<file path="config.mk">
export PLATFORM = sky130hd
export DESIGN_NAME = apb_slave_regfile_flat
export DESIGN_NICKNAME = d
export VERILOG_FILES = /design/src/rtl/apb_slave_regfile_pkg.sv /design/src/rtl/apb_slave_regfile_if.sv /design/src/rtl/apb_slave_wait_ctr.sv /design/src/rtl/apb_slave_regfile.sv /design/src/flat_wrapper.sv
export SDC_FILE = /design/constraint.sdc
export NUM_CORES = 1
export LEC_CHECK = 0
export CAP_MARGIN = 25
export CORE_UTILIZATION = 50
export CTS_BUF_LIST = sky130_fd_sc_hd__clkbuf_8 sky130_fd_sc_hd__clkbuf_16
export CTS_CLUSTER_SIZE = 25
export DETAILED_ROUTE_END_ITERATION = 12
export PLACE_DENSITY = 0.76
export SYNTH_ARGS = -nofsm -noshare
export SYNTH_HDL_FRONTEND = slang
export SYNTH_SLANG_ARGS = --single-unit
export TNS_END_PERCENT = 1
</file>
<file path="constraint.sdc">
create_clock -name PCLK -period 3.4 [get_ports PCLK]
set_clock_uncertainty 0.2 [all_clocks]
set_input_delay 0.34 -clock PCLK [delete_from_list [all_inputs] [get_ports PCLK]]
set_output_delay 0.34 -clock PCLK [all_outputs]
set_load 0.05 [all_outputs]
</file>
<file path="src/rtl/apb_slave_regfile_pkg.sv">
// Shared widths, ID default and FSM state encoding for the APB register-file completer.
package apb_slave_regfile_pkg;

   localparam int ADDR_WIDTH = 8;
   localparam int DATA_WIDTH = 32;

   localparam logic [DATA_WIDTH-1:0] APB_SLV_ID_VALUE = 32'hA9B0_0001;

   typedef enum logic [1:0] {
      SLV_IDLE = 2'd0,
      SLV_WAIT = 2'd1,
      SLV_ACK  = 2'd2
   } apb_slv_state_e;

endpackage

</file>
<file path="src/rtl/apb_slave_regfile_if.sv">
// APB3 bus bundle between master and the register-file completer.
interface apb_slave_regfile_if;

   logic                                             PSEL;
   logic                                             PENABLE;
   logic                                             PWRITE;
   logic [apb_slave_regfile_pkg::ADDR_WIDTH-1:0]     PADDR;
   logic [apb_slave_regfile_pkg::DATA_WIDTH-1:0]     PWDATA;
   logic [apb_slave_regfile_pkg::DATA_WIDTH-1:0]     PRDATA;
   logic                                             PREADY;
   logic                                             PSLVERR;

   modport master (
      output PSEL, PENABLE, PWRITE, PADDR, PWDATA,
      input  PRDATA, PREADY, PSLVERR
   );

   modport slave (
      input  PSEL, PENABLE, PWRITE, PADDR, PWDATA,
      output PRDATA, PREADY, PSLVERR
   );

endinterface

</file>
<file path="src/rtl/apb_slave_wait_ctr.sv">
// Wait-state down-counter: load on setup, decrement while waiting, done at terminal count zero.
module apb_slave_wait_ctr #(
   parameter int W = 4
) (
   input  logic         clk_sys,
   input  logic         rst_b,
   input  logic         load,
   input  logic         dec,
   input  logic [W-1:0] load_val,
   output logic         done
);

   logic [W-1:0] cnt_q;

   always_ff @(posedge clk_sys or negedge rst_b) begin
      if (!rst_b) begin
         cnt_q <= '0;
      end else if (load) begin
         cnt_q <= load_val;
      end else if (dec && (cnt_q != '0)) begin
         cnt_q <= cnt_q - 1'b1;
      end
   end

   assign done = (cnt_q == '0);

endmodule

</file>
<file path="src/rtl/apb_slave_regfile.sv">
// APB3 completer with read-only ID at reg 0 and read/write regs 1..NUM_REGS-1.
// Define APB_SLV_WAIT_EN to insert WAIT_CYCLES wait states per access.
//
// state | meaning
// IDLE  | no transfer; waiting for a setup phase (PSEL=1, PENABLE=0)
// WAIT  | access phase, PREADY low while the wait counter runs down
// ACK   | PREADY high for one cycle; write commits on the closing edge
module apb_slave_regfile
   import apb_slave_regfile_pkg::*;
#(
   parameter int                    NUM_REGS    = 16,
   parameter logic [DATA_WIDTH-1:0] ID_VALUE    = APB_SLV_ID_VALUE,
   parameter int                    WAIT_CYCLES = 2
) (
   input  logic                PCLK,
   input  logic                PRESETn,
   apb_slave_regfile_if.slave  apb
);

   localparam int IDX_W = ADDR_WIDTH - 2;

   localparam logic [1:0] ST_IDLE = SLV_IDLE;
   localparam logic [1:0] ST_ACK  = SLV_ACK;
`ifdef APB_SLV_WAIT_EN
   localparam logic [1:0] ST_WAIT = SLV_WAIT;
`endif

   if (NUM_REGS < 2 || NUM_REGS > 2**IDX_W || WAIT_CYCLES < 0 || WAIT_CYCLES > 15) begin : g_param_chk
      $error("apb_slave_regfile: parameter out of range");
   end

   logic [1:0]            state_q, state_d;
   logic [IDX_W-1:0]      idx_q;
   logic                  wr_q, err_q;
   logic                  pready_q, pslverr_q;
   logic [DATA_WIDTH-1:0] prdata_q;
   logic [DATA_WIDTH-1:0] regs [1:NUM_REGS-1];

   logic                  setup, to_ack;
   logic [IDX_W-1:0]      idx_in, rd_idx;
   logic                  cur_wr, cur_err;
   logic [DATA_WIDTH-1:0] rd_val, resp_data;

   function automatic logic addr_err(input logic [ADDR_WIDTH-1:0] addr, input logic wr);
      logic [IDX_W-1:0] idx;
      idx = addr[ADDR_WIDTH-1:2];
      return (addr[1:0] != 2'b00) || (int'(idx) >= NUM_REGS) || (wr && (idx == '0));
   endfunction

   assign setup  = apb.PSEL & ~apb.PENABLE;
   assign idx_in = apb.PADDR[ADDR_WIDTH-1:2];

   // Zero-wait responses are built straight from the setup-phase bus; waited ones from the latched copy.
   assign rd_idx  = (state_q == ST_IDLE) ? idx_in : idx_q;
   assign cur_wr  = (state_q == ST_IDLE) ? apb.PWRITE : wr_q;
   assign cur_err = (state_q == ST_IDLE) ? addr_err(apb.PADDR, apb.PWRITE) : err_q;

   always_comb begin
      rd_val = '0;
      if (rd_idx == '0) rd_val = ID_VALUE;
      for (int i = 1; i < NUM_REGS; i++) begin
         if (rd_idx == IDX_W'(i)) rd_val = regs[i];
      end
   end

   assign resp_data = (cur_wr || cur_err) ? '0 : rd_val;

`ifdef APB_SLV_WAIT_EN
   logic ctr_done;

   apb_slave_wait_ctr #(.W(4)) u_wait_ctr (
      .clk_sys  (PCLK),
      .rst_b    (PRESETn),
      .load     ((state_q == ST_IDLE) && setup),
      .dec      (state_q == ST_WAIT),
      .load_val (4'(WAIT_CYCLES - 1)),
      .done     (ctr_done)
   );
`endif

   always_comb begin
      state_d = state_q;
      to_ack  = 1'b0;
      case (state_q)
         ST_IDLE: begin
            if (setup) begin
`ifdef APB_SLV_WAIT_EN
               if (WAIT_CYCLES == 0) begin
                  to_ack  = 1'b1;
                  state_d = ST_ACK;
               end else begin
                  state_d = ST_WAIT;
               end
`else
               to_ack  = 1'b1;
               state_d = ST_ACK;
`endif
            end
         end
`ifdef APB_SLV_WAIT_EN
         ST_WAIT: begin
            if (!apb.PSEL) begin
               state_d = ST_IDLE;
            end else if (ctr_done) begin
               to_ack  = 1'b1;
               state_d = ST_ACK;
            end
         end
`endif
         ST_ACK:  state_d = ST_IDLE;
         default: state_d = ST_IDLE;
      endcase
   end

   always_ff @(posedge PCLK or negedge PRESETn) begin
      if (!PRESETn) begin
         state_q   <= ST_IDLE;
         idx_q     <= '0;
         wr_q      <= 1'b0;
         err_q     <= 1'b0;
         pready_q  <= 1'b0;
         pslverr_q <= 1'b0;
         prdata_q  <= '0;
      end else begin
         state_q   <= state_d;
         pready_q  <= to_ack;
         pslverr_q <= to_ack & cur_err;
         prdata_q  <= to_ack ? resp_data : '0;
         if ((state_q == ST_IDLE) && setup) begin
            idx_q <= idx_in;
            wr_q  <= apb.PWRITE;
            err_q <= addr_err(apb.PADDR, apb.PWRITE);
         end
      end
   end

   // Write lands only if the master is still in a valid write access on the ACK edge.
   always_ff @(posedge PCLK or negedge PRESETn) begin
      if (!PRESETn) begin
         for (int i = 1; i < NUM_REGS; i++) regs[i] <= '0;
      end else if ((state_q == ST_ACK) && apb.PSEL && apb.PENABLE && apb.PWRITE && !err_q) begin
         for (int i = 1; i < NUM_REGS; i++) begin
            if (idx_q == IDX_W'(i)) regs[i] <= apb.PWDATA;
         end
      end
   end

   assign apb.PREADY  = pready_q;
   assign apb.PSLVERR = pslverr_q;
   assign apb.PRDATA  = prdata_q;

endmodule
</file>
<file path="src/flat_wrapper.sv">
// flat-port wrapper written by rule: the top's interface ports become plain ports
module apb_slave_regfile_flat import apb_slave_regfile_pkg::*;
#(
   parameter int                    NUM_REGS    = 16,
   parameter logic [DATA_WIDTH-1:0] ID_VALUE    = APB_SLV_ID_VALUE,
   parameter int                    WAIT_CYCLES = 2
)
  (PCLK, PRESETn, apb_PSEL, apb_PENABLE, apb_PWRITE, apb_PADDR, apb_PWDATA, apb_PRDATA, apb_PREADY, apb_PSLVERR);
  apb_slave_regfile_if apb_i ();
  input  logic PCLK;
  input  logic PRESETn;
  input wire logic [$bits(apb_i.PSEL)-1:0] apb_PSEL;
  input wire logic [$bits(apb_i.PENABLE)-1:0] apb_PENABLE;
  input wire logic [$bits(apb_i.PWRITE)-1:0] apb_PWRITE;
  input wire logic [$bits(apb_i.PADDR)-1:0] apb_PADDR;
  input wire logic [$bits(apb_i.PWDATA)-1:0] apb_PWDATA;
  output wire logic [$bits(apb_i.PRDATA)-1:0] apb_PRDATA;
  output wire logic [$bits(apb_i.PREADY)-1:0] apb_PREADY;
  output wire logic [$bits(apb_i.PSLVERR)-1:0] apb_PSLVERR;
  assign apb_i.PSEL = apb_PSEL;
  assign apb_i.PENABLE = apb_PENABLE;
  assign apb_i.PWRITE = apb_PWRITE;
  assign apb_i.PADDR = apb_PADDR;
  assign apb_i.PWDATA = apb_PWDATA;
  assign apb_PRDATA = apb_i.PRDATA;
  assign apb_PREADY = apb_i.PREADY;
  assign apb_PSLVERR = apb_i.PSLVERR;
  apb_slave_regfile #(.NUM_REGS(NUM_REGS), .ID_VALUE(ID_VALUE), .WAIT_CYCLES(WAIT_CYCLES)) u_core (.PCLK(PCLK), .PRESETn(PRESETn), .apb(apb_i));
endmodule
</file>
# Yosys cells after proc, flatten, opt, wreduce, memory -nomap -nowiden
# Index checks and enable logic that the tools add are counted.
# W data, S select, Z words.
dict set report op_classes {
  n_eq_ne 32
  bitwise_logic 3
  reduce_logical 29
  n_mux 25
  order_cmp 1
}
# cell count
set ops {}
lappend ops {{$mux W32} 18}
lappend ops {{$eq A6 B4 Y1 const B} 16}
lappend ops {{$eq A6 B3 Y1 const B} 8}
lappend ops {{$reduce_and A2 Y1} 15}
lappend ops {{$eq A6 B2 Y1 const B} 4}
lappend ops {{$eq A6 B1 Y1 const B} 2}
lappend ops {{$logic_not A6 Y1} 2}
lappend ops {{$ge A6 B5 Y1 const B} 1}
lappend ops {{$logic_and A1 B1 Y1} 6}
lappend ops {{$mux W6} 1}
lappend ops {{$mux W1} 4}
lappend ops {{$mux W2} 2}
lappend ops {{$logic_or A1 B1 Y1} 3}
lappend ops {{$and A1 B1 Y1} 2}
lappend ops {{$eq A2 B2 Y1 const B} 1}
lappend ops {{$logic_not A2 Y1} 1}
lappend ops {{$ne A2 B1 Y1 const B} 1}
lappend ops {{$reduce_bool A2 Y1} 1}
lappend ops {{$logic_not A1 Y1} 1}
lappend ops {{$not A1 Y1} 1}
dict set report word_totals {
  ff_bits 524
  out_inout_bits 34
  word_cells 112
  inputBits 45
}

# Depth between registers and ports, before layout
# Gate-level depths: netlist of run 1.
dict set report depth {
  ltp_word 21
  depth_mapped 11
  mapped_depth_nobuf 6
}

# Worst setup path after synthesis of run 1
# OpenSTA, ideal clock, no wires.
dict set report synth_timing {
  path_kind {register to register}
  startpoint {register u_core.state_q[1]}
  endpoint {register u_core.regs[449] (netlist bit)}
  arrival_time_ps 2059
  path_buffers 3
  setup_time_ps 125
  synth_period_minus_slack_ps 2384
  path_stages_with_launch 9
  t_required_ps 3075
  slack_ps 1016
  path_cell_list {dfrtp_1 buf_2 or3b_1 buf_2 nor2_4 nand2_1 nor3_2 buf_4 mux2_2}
}
dict set report synth_via {
  elab_chain_len 6
}
# item line
set synth_rtl {}
lappend synth_rtl {{start: declaration} apb_slave_regfile.sv:32} ;# logic [1:0] state_q, state_d;
lappend synth_rtl {{start signal: assignment} apb_slave_regfile.sv:125} ;# state_q <= state_d;
lappend synth_rtl {{$eq A2 B2 Y1} apb_slave_regfile.sv:141} ;# end else if ((state_q == ST_ACK) && apb.PSEL && apb.PENABLE && apb.PWRITE && !err_q) begin
lappend synth_rtl {{$logic_and A1 B1 Y1 (4 in a row)} apb_slave_regfile.sv:141}
lappend synth_rtl {{$reduce_and A2 Y1 (no source line)} n/a}
lappend synth_rtl {{end signal: indexed assignment} apb_slave_regfile.sv:143} ;# if (idx_q == IDX_W'(i)) regs[i] <= apb.PWDATA;
lappend synth_rtl {{end: declaration} apb_slave_regfile.sv:37} ;# logic [DATA_WIDTH-1:0] regs [1:NUM_REGS-1];
# No other way between the ends.
# A chain may end at the register's enable or synchronous reset.

# Worst setup path in the final report of run 1
dict set report layout_timing {
  startpoint {register u_core.state_q[1]}
  endpoint {register u_core.regs[349] (netlist bit)}
}
# The elaborated chain is that of the path after synthesis.

==> flow_metrics.py, run 1 <==
metrics = {
    "outcome": {
        "status": "completed",
    },
    "die": {
        "die_h_um": 226,
        "dieArea_sq_um": 50900,
        "coreArea_sq_um": 49200,
        "rows": 81,
        "initial_utilization_pct": 50.9,
        "dieWidth_um": 226,
        "io_pins": 79,
    },
    "pwr": {
        "p_leak_nw": 13.3,
        "p_clk_share_pct": 43.4,
        "power_frac_comb_pct": 10.9,
        "p_seq_share_pct": 45.7,
        "p_sw_mw": 3.74,
        "ir_drop_uv": 377,
        "power_density_nw_per_um2": 494,
        "power.total_mw": 14.3,
        "p_int_mw": 10.5,
        "p_sw_share_pct": 26.2,
    },
    "clock_tree": {
        "cts_tree": "done",
        "cts_setup_buffers": 0,
        "cts_buffers": 54,
        "clk_latency_ns": 0.63,
        "clockBufferDepth": 3,
        "clk_pin_slew_ns": 0.06,
        "cts_sinks": 522,
        "h-tree-depth": 2,
        "root_buffer": "clkbuf_16",
    },
    "drt": {
        "vias": 19424,
        "ant_nets": 0,
        "viasPerCell": 6.69,
        "drt_first_pass_iters": 7,
        "drcViolationCount": 0,
        "avgRoutedWirePerCell_um": 27.6,
        "drtIter0Drc": 2289,
        "wirelength_mm": 80.1,
    },
    "timing": {
        "min_period_ns": 3.15,
        "slew_violations": 0,
        "finalSetupViolCount": 0,
        "whs_ns": 0.144,
        "fmax_mhz": 318,
        "fin_tns_setup_ns": 0,
        "tightest_slew_ns": 1.07,
        "rsz0062_at_grt": "no",
        "period_share_pct": 92.6,
        "timing.final.ws_setup_ns": 0.252,
        "slew_headroom_pct": 28.8,
        "finalHoldViolCount": 0,
    },
    "grt": {
        "grt_first_pass_wirelength_mm": 122,
        "grt_use_met3_pct": 7.87,
        "antenna_found_initial": 2,
        "first_global_vias": 19758,
        "grt_usage_pct": 32.0,
        "grt_overflow": 0,
        "global_route.peak_usage_layer": "met2",
        "gr-usage-met1_pct": 41.6,
        "grtUsageMet2_pct": 50.3,
        "grt_max_degree": 115,
    },
    "yosys": {
        "synth_top_cell_area_share_pct": 52.2,
        "netlist_top_cells_count": "dfrtp_1 (522), mux2_2 (462), nand2_1 (138)",
        "synth_area_leaders": "dfrtp_1 (52%), mux2_2 (21%), o21ai_0 (2.2%)",
        "ys_seq_area_share_pct": 52.2,
        "synth_cells": 2131,
        "ys_ff_latch": 522,
        "async_flop_share_pct": 100,
        "yosys_warnings": 0,
        "synthMostInstantiatedCell": "dfrtp_1",
        "synth_area_sq_um": 25000,
        "syn_area_per_cell_sq_um": 11.7,
        "syn-num-nets": 2176,
        "synth_cell_types": 81,
        "synth_flop_cell": "dfrtp_1",
        "yosysTopAreaCell": "dfrtp_1",
        "synth_edf_count": 0,
    },
    "min_path": {
        "min-delay-path-class": "in2async",
    },
    "setup_path": {
        "max_stage_delay_ns": 0.65,
        "crit_path_max_fanout": 27,
        "cp.required_ns": 3.70,
        "path_class": "reg2reg",
        "startpoint_type": "flip-flop",
        "r2r_setup_slack_ns": 0.25,
        "crit_top_cell": "nor2_4",
        "slowest_stage": "dfrtp_4",
        "r2r_end": "u_core.regs[349]",
        "r2r_start": "u_core.state_q[1]",
        "cp-end-kind": "flip-flop",
        "rr_worst_depth": 6,
        "arrival_ns": 3.44,
        "cp_cell_sequence": "or3b_1 > nor2_4 > nand2_1 > nor2_4 > buf_12 > mux2_2",
    },
    "layout": {
        "design_area_sq_um": 28900,
        "instances_no_fill": 2905,
        "area_delta_synth_final_pct": 15.5,
        "layout.nets": 2240,
        "final_util_pct": 58.8,
        "fill_cells": 3892,
        "drive_gt1_share_pct": 32.4,
    },
    "place": {
        "port_buffers": 78,
        "pre_cts_ws_ns": 0.178,
        "hpwl_mm": 51.0,
        "dpl_cell_area_sq_um": 27000,
        "gp_congestion": 0.966,
        "placed_cells": 2801,
    },
    "job": {
        "drv_cap": 0,
    },
}
worst max path at each step:
stage | startpoint | end | slack, ns | cells past startpoint
detailed placement | apb_PADDR[5] | u_core.apb.PRDATA[20] | 0.18 | 7
floorplan | u_core.state_q[1] | u_core.regs[449] | 1.02 | 8
CTS | u_core.state_q[1] | u_core.regs[349] | 0.33 | 6
finish | u_core.state_q[1] | u_core.regs[349] | 0.25 | 6
global route | u_core.state_q[1] | u_core.regs[349] | 0.20 | 6
global placement | apb_PADDR[5] | u_core.apb.PRDATA[20] | 0.21 | 7
routing by layer:
| layer | wire, um | vias up | share of wire, % |
|---|---|---|---|
| li1 | - | 8035 | - |
| met1 | 30600 | 9836 | 38 |
| met2 | 36600 | 1259 | 46 |
| met3 | 8670 | 292 | 11 |
| met4 | 4160 | 2 | 5.2 |
| met5 | 8 | - | 0.010 |
state kept, by name, indices dropped and copies added, names as in the netlist:
register	count
u_core.apb.PREADY	1
u_core.apb.PRDATA	32
u_core.state_q	1
u_core.regs	480
u_core.apb.PSLVERR	1
u_core.err_q	1
u_core.idx_q	6
repair_timing:
| item | 4_1_cts | 5_1_grt |
|---|---|---|
| gates resized for setup | 0 | 0 |
| hold endpoints to repair | 76 | 0 |
| endpoints found under the setup margin | 0 | 0 |
| hold buffers | 2 | 0 |
cell families after synthesis:
family	after synthesis	share of synthesized area, %
and+or+nand+nor	404	7.83
AOI/OAI and AO/OA	508	13.7
buffers and inverters	207	3.99
DFF	522	52.2
muxes	490	22.3
worst max-delay path: cells and delay by family, from the launching register on:
| family | cells | cell delay, ns |
|---|---|---|
| simple gates | 4 | 1.56 |
| flops | 1 | 0.65 |
| mux | 1 | 0.35 |
| buf+inv | 1 | 0.26 |
placed cells by master (no fill, tap or decap), drive strengths merged, types with 30 or more instances in the layout:
cell | Yosys | final
o22ai | 74 | 74
dfrtp | 522 | 522
clkbuf | 82 | 74
o21ai | 112 | 112
a22oi | 45 | 45
nand2 | 140 | 140
a21oi | 77 | 77
nor2 | 120 | 120
o211ai | 30 | 30
clkdlybuf4s50 | 0 | 76
nor3 | 45 | 45
mux2 | 479 | 479
buf | 112 | 124
power groups by stage:
stage	Sequential, mW	Combinational (mW)	Clock, mW
after global routing	6.53	1.64	6.51
final	6.52	1.56	6.20
after global placement	6.61	1.48	0
after detailed placement	6.62	1.51	0
after floorplan	6.56	0.844	0
after CTS	6.51	1.53	6.24
layout make-up:
| cell class | instances | area [sq um] | area share [%] |
|---|---|---|---|
| Sequential cell | 522 | 13100 | 45.2 |
| Multi-Input combinational cell | 1402 | 11100 | 38.3 |
| Timing Repair Buffer | 202 | 1990 | 6.89 |
| Clock buffer | 74 | 1630 | 5.63 |
| Tap cell | 664 | 831 | 2.87 |
| Clock inverter | 27 | 269 | 0.931 |
| Inverter | 13 | 48.8 | 0.169 |
| Antenna cell | 1 | 2.50 | 0.00866 |
No activity file was read; power rests on OpenSTA's default activity.
==> inputs of run 2 (changes only) <==
--- a/config.mk
+++ b/config.mk
@@ -11,6 +11,7 @@
 export CTS_CLUSTER_SIZE = 25
 export DETAILED_ROUTE_END_ITERATION = 12
 export PLACE_DENSITY = 0.76
+export SKIP_CTS_REPAIR_TIMING = 1
 export SYNTH_ARGS = -nofsm -noshare
 export SYNTH_HDL_FRONTEND = slang
 export SYNTH_SLANG_ARGS = --single-unit
==> run 2 against run 1 <==
Net effect:
- sequential power hardly changed
- worst hold slack stayed put
- combinational power hardly changed
- total power stayed put
- count of clock-buffer cells in the layout stayed put
- worst setup slack stayed put
- non-clock buffer count stayed put
- core utilization stayed put
- largest cell class unchanged
- fmax stayed put
- largest power group unchanged
- cell area stayed put
==> flow_metrics.py, run 2 (synthesized netlist as in run 1, its figures left out) <==
metrics = {
    "setup_path": {
        "cp-end-kind": "flip-flop",
        "cp.required_ns": 3.70,
        "startpoint_type": "flip-flop",
        "path_class": "reg2reg",
        "crit_path_max_fanout": 27,
        "arrival_ns": 3.44,
    },
    "clock_tree": {
        "cts_sinks": 522,
        "clk_pin_slew_ns": 0.06,
        "clockBufferDepth": 3,
        "root_buffer": "clkbuf_16",
        "cts_buffers": 54,
        "clk_latency_ns": 0.63,
        "cts_tree": "done",
        "h-tree-depth": 2,
    },
    "layout": {
        "largest_register_ffs": 480,
        "fill_cells": 3889,
        "drive_gt1_share_pct": 32.4,
        "area_delta_synth_final_pct": 15.5,
        "multi_input_area_sq_um": 11100,
        "largest_register": "u_core.regs",
        "layout.nets": 2240,
        "instances_no_fill": 2905,
        "final_cell_mix": "dfrtp_1 (519), mux2_2 (462), nand2_1 (138)",
        "final_common_cell": "dfrtp_1",
        "final_util_pct": 58.8,
        "design_area_sq_um": 28900,
        "regArea_sq_um": 13100,
    },
    "place": {
        "port_buffers": 78,
        "hpwl_mm": 51.0,
        "placed_cells": 2801,
        "dpl_cell_area_sq_um": 27000,
        "gp_congestion": 0.966,
        "pre_cts_ws_ns": 0.178,
    },
    "drt": {
        "vias": 19424,
        "drcViolationCount": 0,
        "wirelength_mm": 80.1,
        "drtIter0Drc": 2289,
        "ant_nets": 0,
        "avgRoutedWirePerCell_um": 27.6,
        "viasPerCell": 6.69,
        "drt_first_pass_iters": 7,
    },
    "timing": {
        "slew_violations": 0,
        "period_share_pct": 92.6,
        "timing.final.ws_setup_ns": 0.252,
        "rsz0062_at_grt": "no",
        "fmax_mhz": 318,
        "finalSetupViolCount": 0,
        "min_period_ns": 3.15,
        "slew_headroom_pct": 28.8,
        "fin_tns_setup_ns": 0,
        "tightest_slew_ns": 1.07,
        "whs_ns": 0.144,
        "finalHoldViolCount": 0,
    },
    "die": {
        "io_pins": 79,
        "initial_utilization_pct": 50.9,
        "coreArea_sq_um": 49200,
        "dieWidth_um": 226,
        "rows": 81,
        "die_h_um": 226,
        "dieArea_sq_um": 50900,
    },
    "pwr": {
        "power_density_nw_per_um2": 494,
        "p_leak_nw": 13.3,
        "power.total_mw": 14.3,
        "ir_drop_uv": 377,
    },
    "outcome": {
        "status": "completed",
    },
    "min_path": {
        "min-delay-path-class": "in2async",
    },
    "grt": {
        "grt_overflow": 0,
        "antenna_found_initial": 2,
        "grt_max_degree": 115,
        "first_global_vias": 19758,
        "grt_usage_pct": 32.0,
        "grt_first_pass_wirelength_mm": 122,
    },
    "job": {
        "drv_cap": 0,
    },
}
run 2: cell counts in the layout (fill, tap and decap cells not counted):
No cell type changed its count.
run 2: final cells by class:
type	instances	share of cell area, %
Antenna cell	1	0.00866
Clock buffer	74	5.63
Clock inverter	27	0.931
Inverter	13	0.169
Multi-Input combinational cell	1402	38.3
Sequential cell	522	45.2
Tap cell	664	2.87
Timing Repair Buffer	202	6.89
run 2: power breakdown:
part | switching (mW) | internal [mW]
clock network | 2.55 | 3.65
logic | 1.05 | 0.517
registers | 0.145 | 6.38
total | 3.74 | 10.5
run 2: layer usage:
layer,wire [um],up-vias,global-route usage [%]
li1,-,8035,-
met1,30600,9836,41.6
met2,36600,1259,50.3
met3,8670,292,7.90
met4,4160,2,15.2
met5,8,-,0
run 2: worst max-delay path, stage by stage (launching register included):
cell and delay (ns):
dfrtp_4 0.65, or3b_1 0.60, nor2_4 0.22, nand2_1 0.25, nor2_4 0.49, buf_12 0.26
mux2_2 0.35
run 2: worst paths after layout:
path / slack (ns) / depth (start not counted) / end / from
worst min-delay path: 0.14 / 2 / u_core.regs[312] / PRESETn
min in group PCLK: 0.20 / 3 / u_core.idx_q[4] / apb_PADDR[6]
worst max-delay path: 0.25 / 6 / u_core.regs[349] / u_core.state_q[1]
max in group asynchronous: 1.74 / 3 / u_core.regs[39] / PRESETn
worst max register to register: 0.25 / 6 / u_core.regs[349] / u_core.state_q[1]
worst min register to register: 0.28 / 1 / u_core.err_q / u_core.err_q
==> inputs of run 3 (changes only) <==
--- a/config.mk
+++ b/config.mk
@@ -11,7 +11,9 @@
 export CTS_CLUSTER_SIZE = 25
 export DETAILED_ROUTE_END_ITERATION = 12
 export PLACE_DENSITY = 0.76
+export REMOVE_ABC_BUFFERS = 1
 export SKIP_CTS_REPAIR_TIMING = 1
+export SLEW_MARGIN = 0
 export SYNTH_ARGS = -nofsm -noshare
 export SYNTH_HDL_FRONTEND = slang
 export SYNTH_SLANG_ARGS = --single-unit
==> run 3 against run 2 <==
Net effect:
- cell count is 0.14% higher
- first-iteration DRC count up 3.9%
- worst setup slack got worse by 0.14 ns
- non-clock buffer count up 6
- sequential share of layout area up 0.092 points
- count of clock-buffer cells in the layout is 9 lower
- fmax fell by 4.3%
- via count shrank 0.66%
==> flow_metrics.py, run 3 (synthesized netlist as in run 1, its figures left out) <==
metrics = {
    "die": {
        "initial_utilization_pct": 50.9,
        "coreArea_sq_um": 49200,
        "die_h_um": 226,
        "io_pins": 79,
        "dieWidth_um": 226,
        "dieArea_sq_um": 50900,
        "rows": 81,
    },
    "pwr": {
        "p_sw_mw": 3.73,
        "power.total_mw": 14.1,
        "power_density_nw_per_um2": 490,
        "power_frac_comb_pct": 11.1,
        "ir_drop_uv": 418,
        "p_int_mw": 10.4,
        "p_clk_share_pct": 42.8,
        "p_leak_nw": 13.3,
        "p_seq_share_pct": 46.1,
        "p_sw_share_pct": 26.4,
    },
    "setup_path": {
        "crit_top_cell": "buf_4",
        "critical_path.top_delay_family": "simple AND/OR/NAND/NOR gates",
        "crit_buf_inv": 4,
        "cp_cell_sequence": "buf_4 > buf_4 > inv_2 > nand3_1 > nor3_4 > buf_4 > o21ai_0 > nor3_1",
        "cp-end-kind": "flip-flop",
        "startpoint": "u_core.state_q[1]",
        "cp.required_ns": 3.66,
        "r2r_start": "u_core.state_q[1]",
        "arrival_ns": 3.55,
        "max_stage_delay_ns": 0.76,
        "crit_path_max_fanout": 25,
        "path_class": "reg2reg",
        "slowest_stage": "nor3_4",
        "startpoint_type": "flip-flop",
    },
    "clock_tree": {
        "cts_sinks": 522,
        "h-tree-depth": 2,
        "root_buffer": "clkbuf_16",
        "clk_pin_slew_ns": 0.06,
        "cts_buffers": 54,
        "clockBufferDepth": 3,
        "cts_tree": "done",
        "clk_latency_ns": 0.63,
    },
    "layout": {
        "final_cell_mix": "dfrtp_1 (519), mux2_2 (462), nand2_1 (138)",
        "final_util_pct": 58.7,
        "largest_register_ffs": 480,
        "layout.nets": 2246,
        "final_common_cell": "dfrtp_1",
        "drive_gt1_share_pct": 32.6,
        "largest_register": "u_core.regs",
        "instances_no_fill": 2909,
        "area_delta_synth_final_pct": 15.3,
    },
    "place": {
        "pre_cts_ws_ns": 0.0534,
        "hpwl_mm": 51.6,
        "port_buffers": 78,
        "gp_congestion": 0.921,
        "placed_cells": 2808,
    },
    "grt": {
        "grt_max_degree": 96,
        "first_global_vias": 19327,
        "grt_first_pass_wirelength_mm": 122,
        "grt_usage_pct": 32.2,
        "grt_overflow": 0,
        "antenna_found_initial": 2,
    },
    "timing": {
        "period_share_pct": 96.7,
        "fmax_mhz": 304,
        "rsz0062_at_grt": "no",
        "slew_violations": 0,
        "timing.final.ws_setup_ns": 0.111,
        "finalSetupViolCount": 0,
        "slew_headroom_pct": 41.6,
        "tightest_slew_ns": 0.876,
        "min_period_ns": 3.29,
        "whs_ns": 0.167,
        "finalHoldViolCount": 0,
    },
    "job": {
        "drv_cap": 0,
    },
    "min_path": {
        "min-delay-path-class": "in2async",
    },
    "drt": {
        "viasPerCell": 6.63,
        "ant_nets": 0,
        "drt_first_pass_iters": 5,
        "wirelength_mm": 80.5,
        "drcViolationCount": 0,
        "avgRoutedWirePerCell_um": 27.7,
        "vias": 19295,
        "drtIter0Drc": 2378,
    },
    "outcome": {
        "status": "completed",
    },
}
## run 3: through the flow
stage	setup TNS (ns)	instance area (sq um)
floorplan	-536.21	24100
global placement	0	27000
detailed placement	0	27000
CTS	0	28800
global route	0	28800
finish	0	28800
## run 3: final timing paths
path | endpoint | slack (ns) | cells after the start
worst max-delay path | u_core.apb.PRDATA[18] | 0.11 | 8
worst min-delay path | u_core.regs[38] | 0.17 | 2
worst max register to register | u_core.apb.PRDATA[18] | 0.11 | 8
worst min register to register | u_core.err_q | 0.28 | 1
max in group asynchronous | u_core.regs[94] | 1.89 | 3
min in group PCLK | u_core.idx_q[1] | 0.23 | 4
## run 3: area by class of cell
cell class              instances  area (sq um)
repair buffers                208          2010
diodes                          2          5.00
well taps                     664           831
clock inverters                33           310
multi-input cells            1402         11100
clock buffers                  65          1500
flip-flops and latches        522         13100
inverters                      13          48.8
fillers                      3871         20300
## run 3: power groups by stage
| stage | Clock (mW) | Sequential (mW) | Combinational (mW) |
|---|---|---|---|
| finish | 6.06 | 6.51 | 1.57 |
| global route | 6.36 | 6.52 | 1.66 |
| CTS | 6.11 | 6.50 | 1.53 |
| detailed placement | 0 | 6.62 | 1.52 |
| global placement | 0 | 6.61 | 1.49 |
| floorplan | 0 | 6.62 | 0.663 |
## run 3: per-layer routing
metal | vias to the layer above | GRT usage, % | routed length (um)
met1 | 9920 | 45.8 | 33600
li1 | 8032 | - | -
met2 | 1137 | 48.2 | 35800
met5 | - | 0 | 11
met4 | 2 | 13.1 | 3110
met3 | 204 | 6.54 | 7990
